`config.mk`:
```
export PLATFORM = sky130hd
export DESIGN_NAME = mem_arbiter
export DESIGN_NICKNAME = d
export VERILOG_FILES = /design/src/rtl/mem_arb_pkg.sv /design/src/rtl/mem_arb_timer.sv /design/src/rtl/mem_arbiter.sv
export SDC_FILE = /design/constraint.sdc
export NUM_CORES = 1
export LEC_CHECK = 0
export ABC_AREA = 1
export CORE_MARGIN = 2
export CORE_UTILIZATION = 35
export DETAILED_ROUTE_END_ITERATION = 8
export PLACE_DENSITY = 0.71
export SYNTH_ARGS = -nofsm -noshare
export SYNTH_HDL_FRONTEND = slang
export SYNTH_SLANG_ARGS = --single-unit
export TNS_END_PERCENT = 10
```
`constraint.sdc`:
```
create_clock -name clk -period 1.54 [get_ports clk]
set_input_delay 0.308 -clock clk [delete_from_list [all_inputs] [get_ports clk]]
set_output_delay 0.308 -clock clk [all_outputs]
set_load 0.03 [all_outputs]
```
`src/rtl/mem_arb_pkg.sv`:
```
// Shared encodings for the two-port memory arbiter: FSM states, grant IDs and
// the fixed byte-enable used for instruction fetches.
package mem_arb_pkg;

    typedef enum logic [1:0] {
        ST_IDLE = 2'd0,
        ST_BUSY = 2'd1,
        ST_DONE = 2'd2
    } state_t;

    localparam logic GNT_IF = 1'b0;
    localparam logic GNT_DM = 1'b1;

    localparam logic [3:0] IF_BE = 4'hF;

endpackage

```
`src/rtl/mem_arb_timer.sv`:
```
// Watchdog counter: counts enabled cycles since clr and flags the cycle in which
// the TIMEOUT_CYCLES-th enabled cycle completes (combinational expired).
module mem_arb_timer #(
    parameter int unsigned TIMEOUT_CYCLES = 255
) (
    input  logic clk,
    input  logic reset,
    input  logic clr,
    input  logic en,
    output logic expired
);

    localparam int unsigned CW = $clog2(TIMEOUT_CYCLES + 1);
    localparam logic [CW-1:0] LIMIT = CW'(TIMEOUT_CYCLES - 1);

    logic [CW-1:0] count;

    always_ff @(posedge clk) begin
        if (reset) begin
            count <= '0;
        end else if (clr) begin
            count <= '0;
        end else if (en) begin
            count <= count + CW'(1);
        end
    end

    // count holds the number of completed stalled cycles, so the limit is hit
    // while the final one is still in progress
    assign expired = en && (count == LIMIT);

endmodule

```
`src/rtl/mem_arbiter.sv`:
```
// Single-outstanding arbiter of fetch and data ports onto one memory port; acks a
// requester one cycle after mem_ack (or watchdog abort). MEM_ARB_ROUND_ROBIN_EN selects round-robin.
module mem_arbiter
    import mem_arb_pkg::*;
#(
    parameter int unsigned TIMEOUT_CYCLES = 255,
    parameter logic [31:0] ERR_DATA       = 32'hDEADBEEF
) (
    input  logic        clk,
    input  logic        reset,
    input  logic        if_read_req,
    input  logic [31:0] if_read_addr,
    output logic        if_read_ack,
    output logic [31:0] if_read_data,
    input  logic        dm_req,
    input  logic        dm_we,
    input  logic [3:0]  dm_be,
    input  logic [31:0] dm_addr,
    input  logic [31:0] dm_wdata,
    output logic        dm_ack,
    output logic [31:0] dm_rdata,
    output logic        mem_req,
    output logic        mem_we,
    output logic [3:0]  mem_be,
    output logic [31:0] mem_addr,
    output logic [31:0] mem_wdata,
    input  logic [31:0] mem_rdata,
    input  logic        mem_ack,
    output logic        bus_error,
    output logic [31:0] err_addr
);

    state_t state, state_nxt;
    logic   gnt;
    logic   gnt_nxt;
    logic   grant;
    logic   finish;
    logic   tmr_en;
    logic   expired;

    assign grant   = (state == ST_IDLE) && (if_read_req || dm_req);
    assign tmr_en  = (state == ST_BUSY) && !mem_ack;
    assign finish  = (state == ST_BUSY) && (mem_ack || expired);
    assign mem_req = (state == ST_BUSY);

`ifdef MEM_ARB_ROUND_ROBIN_EN
    logic last_gnt;

    always_comb begin
        gnt_nxt = GNT_DM;
        if (if_read_req && dm_req) begin
            gnt_nxt = (last_gnt == GNT_DM) ? GNT_IF : GNT_DM;
        end else if (if_read_req) begin
            gnt_nxt = GNT_IF;
        end
    end

    always_ff @(posedge clk) begin
        if (reset) begin
            last_gnt <= GNT_DM;
        end else if (grant) begin
            last_gnt <= gnt_nxt;
        end
    end
`else
    // data port carries the older instruction, so it wins ties
    assign gnt_nxt = dm_req ? GNT_DM : GNT_IF;
`endif

    always_ff @(posedge clk) begin
        if (reset) begin
            state <= ST_IDLE;
        end else begin
            state <= state_nxt;
        end
    end

    always_comb begin
        state_nxt = state;
        unique case (state)
            ST_IDLE: if (grant) state_nxt = ST_BUSY;
            ST_BUSY: if (finish) state_nxt = ST_DONE;
            ST_DONE: state_nxt = ST_IDLE;
            default: state_nxt = ST_IDLE;
        endcase
    end

    generate
        if (TIMEOUT_CYCLES > 0) begin : g_wdog
            mem_arb_timer #(
                .TIMEOUT_CYCLES(TIMEOUT_CYCLES)
            ) u_timer (
                .clk     (clk),
                .reset   (reset),
                .clr     (grant),
                .en      (tmr_en),
                .expired (expired)
            );
        end else begin : g_no_wdog
            assign expired = 1'b0;
        end
    endgenerate

    always_ff @(posedge clk) begin
        if (reset) begin
            gnt          <= GNT_IF;
            mem_we       <= 1'b0;
            mem_be       <= '0;
            mem_addr     <= '0;
            mem_wdata    <= '0;
            if_read_ack  <= 1'b0;
            if_read_data <= '0;
            dm_ack       <= 1'b0;
            dm_rdata     <= '0;
            bus_error    <= 1'b0;
            err_addr     <= '0;
        end else begin
            if_read_ack <= 1'b0;
            dm_ack      <= 1'b0;
            bus_error   <= 1'b0;
            if (grant) begin
                gnt <= gnt_nxt;
                if (gnt_nxt == GNT_IF) begin
                    mem_we    <= 1'b0;
                    mem_be    <= IF_BE;
                    mem_addr  <= if_read_addr & 32'hFFFF_FFFC;
                    mem_wdata <= '0;
                end else begin
                    mem_we    <= dm_we;
                    mem_be    <= dm_be;
                    mem_addr  <= dm_addr;
                    mem_wdata <= dm_wdata;
                end
            end
            // an ack in the limit cycle wins over the abort
            if (finish) begin
                if (gnt == GNT_IF) begin
                    if_read_ack  <= 1'b1;
                    if_read_data <= mem_ack ? mem_rdata : ERR_DATA;
                end else begin
                    dm_ack <= 1'b1;
                    if (!mem_we) begin
                        dm_rdata <= mem_ack ? mem_rdata : ERR_DATA;
                    end
                end
                if (!mem_ack) begin
                    bus_error <= 1'b1;
                    err_addr  <= mem_addr;
                end
            end
        end
    end

endmodule

```
==> flow_summary.html <==
<table>
<tr><th>Metric</th><th>Value</th></tr>
<tr><th colspan="2">Critical path</th></tr>
<tr><td>Critical path fanouts, max</td><td>20</td></tr>
<tr><td>Critical Path AT</td><td>1920 ps</td></tr>
<tr><td>Startpoint of the most critical setup path</td><td>g_wdog.u_timer.count[0]</td></tr>
<tr><td>Register-to-register setup slack</td><td>-70 ps</td></tr>
<tr><td>Setup crit end kind</td><td>flip-flop</td></tr>
<tr><td>Worst r2r path cells</td><td>11</td></tr>
<tr><td>End of the critical path</td><td>if_read_data[29]</td></tr>
<tr><td>Crit Reg-Reg Startpoint</td><td>g_wdog.u_timer.count[0]</td></tr>
<tr><td>Crit Path Class</td><td>reg -&gt; reg</td></tr>
<tr><td>Data required time of the worst path</td><td>1860 ps</td></tr>
<tr><td>End of the worst register-to-register path</td><td>if_read_data[29]</td></tr>
<tr><td>Worst Setup Start Kind</td><td>flip-flop</td></tr>
<tr><th colspan="2">Timing</th></tr>
<tr><td>PnR worst setup slack</td><td>-66.36 ps</td></tr>
<tr><td>Measured slew at the worst slew-check pin</td><td>367.9 ps</td></tr>
<tr><td>Post-Route Skew</td><td>11.37 ps</td></tr>
<tr><td>Setup repair after global routing missed its margin</td><td>yes</td></tr>
<tr><td>Final TNS setup</td><td>-1458 ps</td></tr>
<tr><td>Final critical path time including I/O delays and setup</td><td>1606 ps</td></tr>
<tr><td>Hold Violations, Final</td><td>0</td></tr>
<tr><td>Final setup violation count</td><td>55</td></tr>
<tr><td>Highest clock frequency the design can meet</td><td>0.6225 GHz</td></tr>
<tr><td>Final Max Slew Viols</td><td>0</td></tr>
<tr><td>Fin crit share</td><td>104.3%</td></tr>
<tr><td>Max-slew headroom</td><td>75.44%</td></tr>
<tr><th colspan="2">Global route</th></tr>
<tr><td>Global routing met2 resource utilization</td><td>38.36%</td></tr>
<tr><td>Via count of the first global-routing pass</td><td>7020</td></tr>
<tr><td>Met3 usage in global routing</td><td>6.509%</td></tr>
<tr><td>Sum of overflow across all layers after global routing</td><td>0</td></tr>
<tr><td>Initial antenna violation count</td><td>0</td></tr>
<tr><td>Most Crowded Layer GR</td><td>met2</td></tr>
<tr><td>First-pass GRT wire length</td><td>38.02 mm</td></tr>
<tr><td>GR met1 Demand/Resource</td><td>26.86%</td></tr>
<tr><td>Overall track demand over capacity in global routing</td><td>22.63%</td></tr>
<tr><td>Largest net degree at the start of global routing</td><td>48</td></tr>
<tr><th colspan="2">CTS</th></tr>
<tr><td>CTS Root Cell</td><td>clkbuf_16</td></tr>
<tr><td>Post-CTS Hold Fix Bufs</td><td>0</td></tr>
<tr><td>CTS Buf Count</td><td>17</td></tr>
<tr><td>Sink Count</td><td>179</td></tr>
<tr><td>Clock H-tree levels</td><td>4</td></tr>
<tr><td>Longest Clk Path Bufs</td><td>2</td></tr>
<tr><td>Clock-pin slew reported for the worst setup and hold paths after clock tree synthesis</td><td>80 ps</td></tr>
<tr><td>Later-pin clock latency in the skew report</td><td>430 ps</td></tr>
<tr><td>TritonCTS clock tree</td><td>done</td></tr>
<tr><th colspan="2">Die</th></tr>
<tr><td>Die Span X</td><td>145.1 µm</td></tr>
<tr><td>Std-Cell Core Area</td><td>19530 µm²</td></tr>
<tr><td>Count of pins on the block boundary</td><td>307</td></tr>
<tr><td>Starting density of the core</td><td>35.67%</td></tr>
<tr><td>Die footprint</td><td>21050 µm²</td></tr>
<tr><td>Rows</td><td>51</td></tr>
<tr><td>Die H</td><td>145.1 µm</td></tr>
<tr><th colspan="2">Worst hold path</th></tr>
<tr><td>Hold WC Path Type</td><td>in -&gt; reg</td></tr>
<tr><td>Hold path depth</td><td>3</td></tr>
<tr><td>Hold path startpoint</td><td>if_read_addr[19]</td></tr>
<tr><th colspan="2">Logic synthesis</th></tr>
<tr><td>Net count after synthesis</td><td>1038</td></tr>
<tr><td>Area share of the largest cell type after synthesis</td><td>51.45%</td></tr>
<tr><td>Sequential area share after synthesis</td><td>51.45%</td></tr>
<tr><td>Synth Instances</td><td>898</td></tr>
<tr><td>Flip-flop and latch count after synthesis</td><td>179</td></tr>
<tr><td>Synthesized cell area</td><td>6965 µm²</td></tr>
<tr><td>Post-synth cell types</td><td>26</td></tr>
<tr><td>Yosys synthesis warning count</td><td>0</td></tr>
<tr><td>Top cells by area in the synthesized netlist</td><td>dfxtp_1, nand2_1, nor2_1</td></tr>
<tr><td>Area leader, netlist</td><td>dfxtp_1</td></tr>
<tr><td>Mean area per synthesized cell</td><td>7.757 µm²</td></tr>
<tr><th colspan="2">Placed design</th></tr>
<tr><td>Input/output buffers</td><td>304</td></tr>
<tr><td>Weighted congestion at the end of routability-driven global placement</td><td>0.8192</td></tr>
<tr><td>Post-placement cell count</td><td>1459</td></tr>
<tr><td>Total half-perimeter wirelength after legalization and detailed placement</td><td>17.74 mm</td></tr>
<tr><td>Setup WS pre-CTS</td><td>-382.6 ps</td></tr>
<tr><th colspan="2">Drt</th></tr>
<tr><td>DRC violations left</td><td>0</td></tr>
<tr><td>Mean number of vias per cell</td><td>4.945</td></tr>
<tr><td>Total detailed-routing wirelength</td><td>24.47 mm</td></tr>
<tr><td>Number of vias in the routed layout</td><td>7408</td></tr>
<tr><td>WL/cell</td><td>16.34 µm</td></tr>
<tr><td>Count of antenna-violating nets left after detailed routing</td><td>0</td></tr>
<tr><td>Count of TritonRoute iterations in the first routing pass</td><td>5</td></tr>
<tr><td>Iteration-0 DRC count of the detailed router</td><td>392</td></tr>
<tr><th colspan="2">Flow run</th></tr>
<tr><td>Max Cap Violations</td><td>0</td></tr>
<tr><th colspan="2">Power and ir drop</th></tr>
<tr><td>Leak pwr</td><td>5.167 nW</td></tr>
<tr><td>Peak ir drop on the vdd network</td><td>0.7045 mV</td></tr>
<tr><td>Total power after layout</td><td>11.88 mW</td></tr>
<tr><td>Power Density</td><td>1045 nW/µm²</td></tr>
<tr><th colspan="2">Status</th></tr>
<tr><td>Status</td><td>finished with violations</td></tr>
<tr><td>Failing checks</td><td>setup timing</td></tr>
<tr><th colspan="2">Layout</th></tr>
<tr><td>Fillers</td><td>1784</td></tr>
<tr><td>Area growth syn-to-layout</td><td>63.23%</td></tr>
<tr><td>Share of layout cells above drive strength 1</td><td>13.46%</td></tr>
<tr><td>Final-stage net count</td><td>1360</td></tr>
<tr><td>Non-filler instance count after layout</td><td>1498</td></tr>
<tr><td>Number of antenna repair diodes</td><td>0</td></tr>
</table>
-- power breakdown --
group,switching [mW],internal [mW]
registers,0.158,4.88
clock network,2.00,2.49
logic,1.36,0.986
total,3.52,8.36
-- worst max-delay path, cell delays in order, from the launching register on --
cell and delay [ps]:
dfxtp_2 320, inv_2 50, ha_1 130, nand2_1 50, nor2_1 120, nand2_2 130, a21oi_4 170, buf_12 180
buf_12 160, nand3_1 80, nand2_1 70, nor2_1 40
-- cells in the final DEF (no fill, tap or decap), types with 40 or more instances in the layout --
cell / instances
a21oi_1: 62
buf_4: 54
clkdlybuf4s15_1: 41
clkdlybuf4s50_1: 135
dfxtp_1: 178
dlygate4sd2_1: 105
inv_1: 65
nand2_1: 152
nand3_1: 40
nor2_1: 130
o21ai_0: 65
-- per-stage QoR --
step / util, % / hold slack (ps) / instance area, µm²
finish: 58.23 / 434.4 / 11370
floorplan: - / 377.1 / 6965
global placement: 54.99 / 430.0 / 10740
detailed placement: 54.99 / 436.7 / 10740
global route: 58.23 / 447.7 / 11370
CTS: 57.35 / 427.1 / 11200
-- registers in the layout, summed over array words and instances (netlist names) --
register	cells
mem_be	4
g_wdog.u_timer.count	8
mem_we	1
if_read_ack	1
gnt	1
bus_error	1
dm_ack	1
mem_wdata	32
mem_addr	32
state	2
err_addr	32
dm_rdata	32
if_read_data	32
-- per-layer routing --
metal  part of all wire (%)  up-vias
met4                    3.3        0
met1                     41     3422
met5                      0        -
met3                    7.7       40
met2                     48      287
li1                       -     3659
-- how the worst min path moves through the flow --
stage	end	slack, ps
floorplan	state[0]	380
CTS	mem_addr[19]	430
global route	mem_addr[17]	450
finish	mem_addr[19]	430
global placement	if_read_data[26]	430
detailed placement	if_read_data[26]	440
-- cell usage after synthesis (all sizes together) --
cell type / count
nor3: 2
nand3: 43
a31oi: 30
a32o: 33
dfxtp: 179
or2: 1
xor2: 1
o22ai: 1
clkbuf: 44
nor3b: 1
nand2: 154
ha: 2
buf: 27
o221a: 4
inv: 69
o21ai: 67
nor2: 141
nand4: 24
a21oi: 74
clkinv: 1
-- final cells by class --
type | instances | area, µm² | share of cell area [%]
multi-input combinational | 578 | 2948 | 25.93
sequential | 179 | 3585 | 31.53
clock buffer | 18 | 439.2 | 3.863
tap | 265 | 331.6 | 2.916
inverter | 70 | 265.3 | 2.333
timing repair buffer | 374 | 3632 | 31.95
clock inverter | 14 | 168.9 | 1.486
-- cell families (layout without fill, tap and decap cells) --
logic type	count (synthesis)	in the layout	share of synthesized area, %
xor+xnor	1	1	0.1258
flops	179	179	51.45
compound gates	209	209	18.47
buf+inv	141	476	7.904
fa+ha+maj	2	2	0.3592
simple gates	366	366	21.70
-- repair_timing --
item,4_1_cts,5_1_grt
buffers inserted,0,5
pin swaps,2,8
endpoints found under the setup margin,254,151
gates cloned,0,2
resized for setup,183,90
No activity file was read; power rests on OpenSTA's default activity.
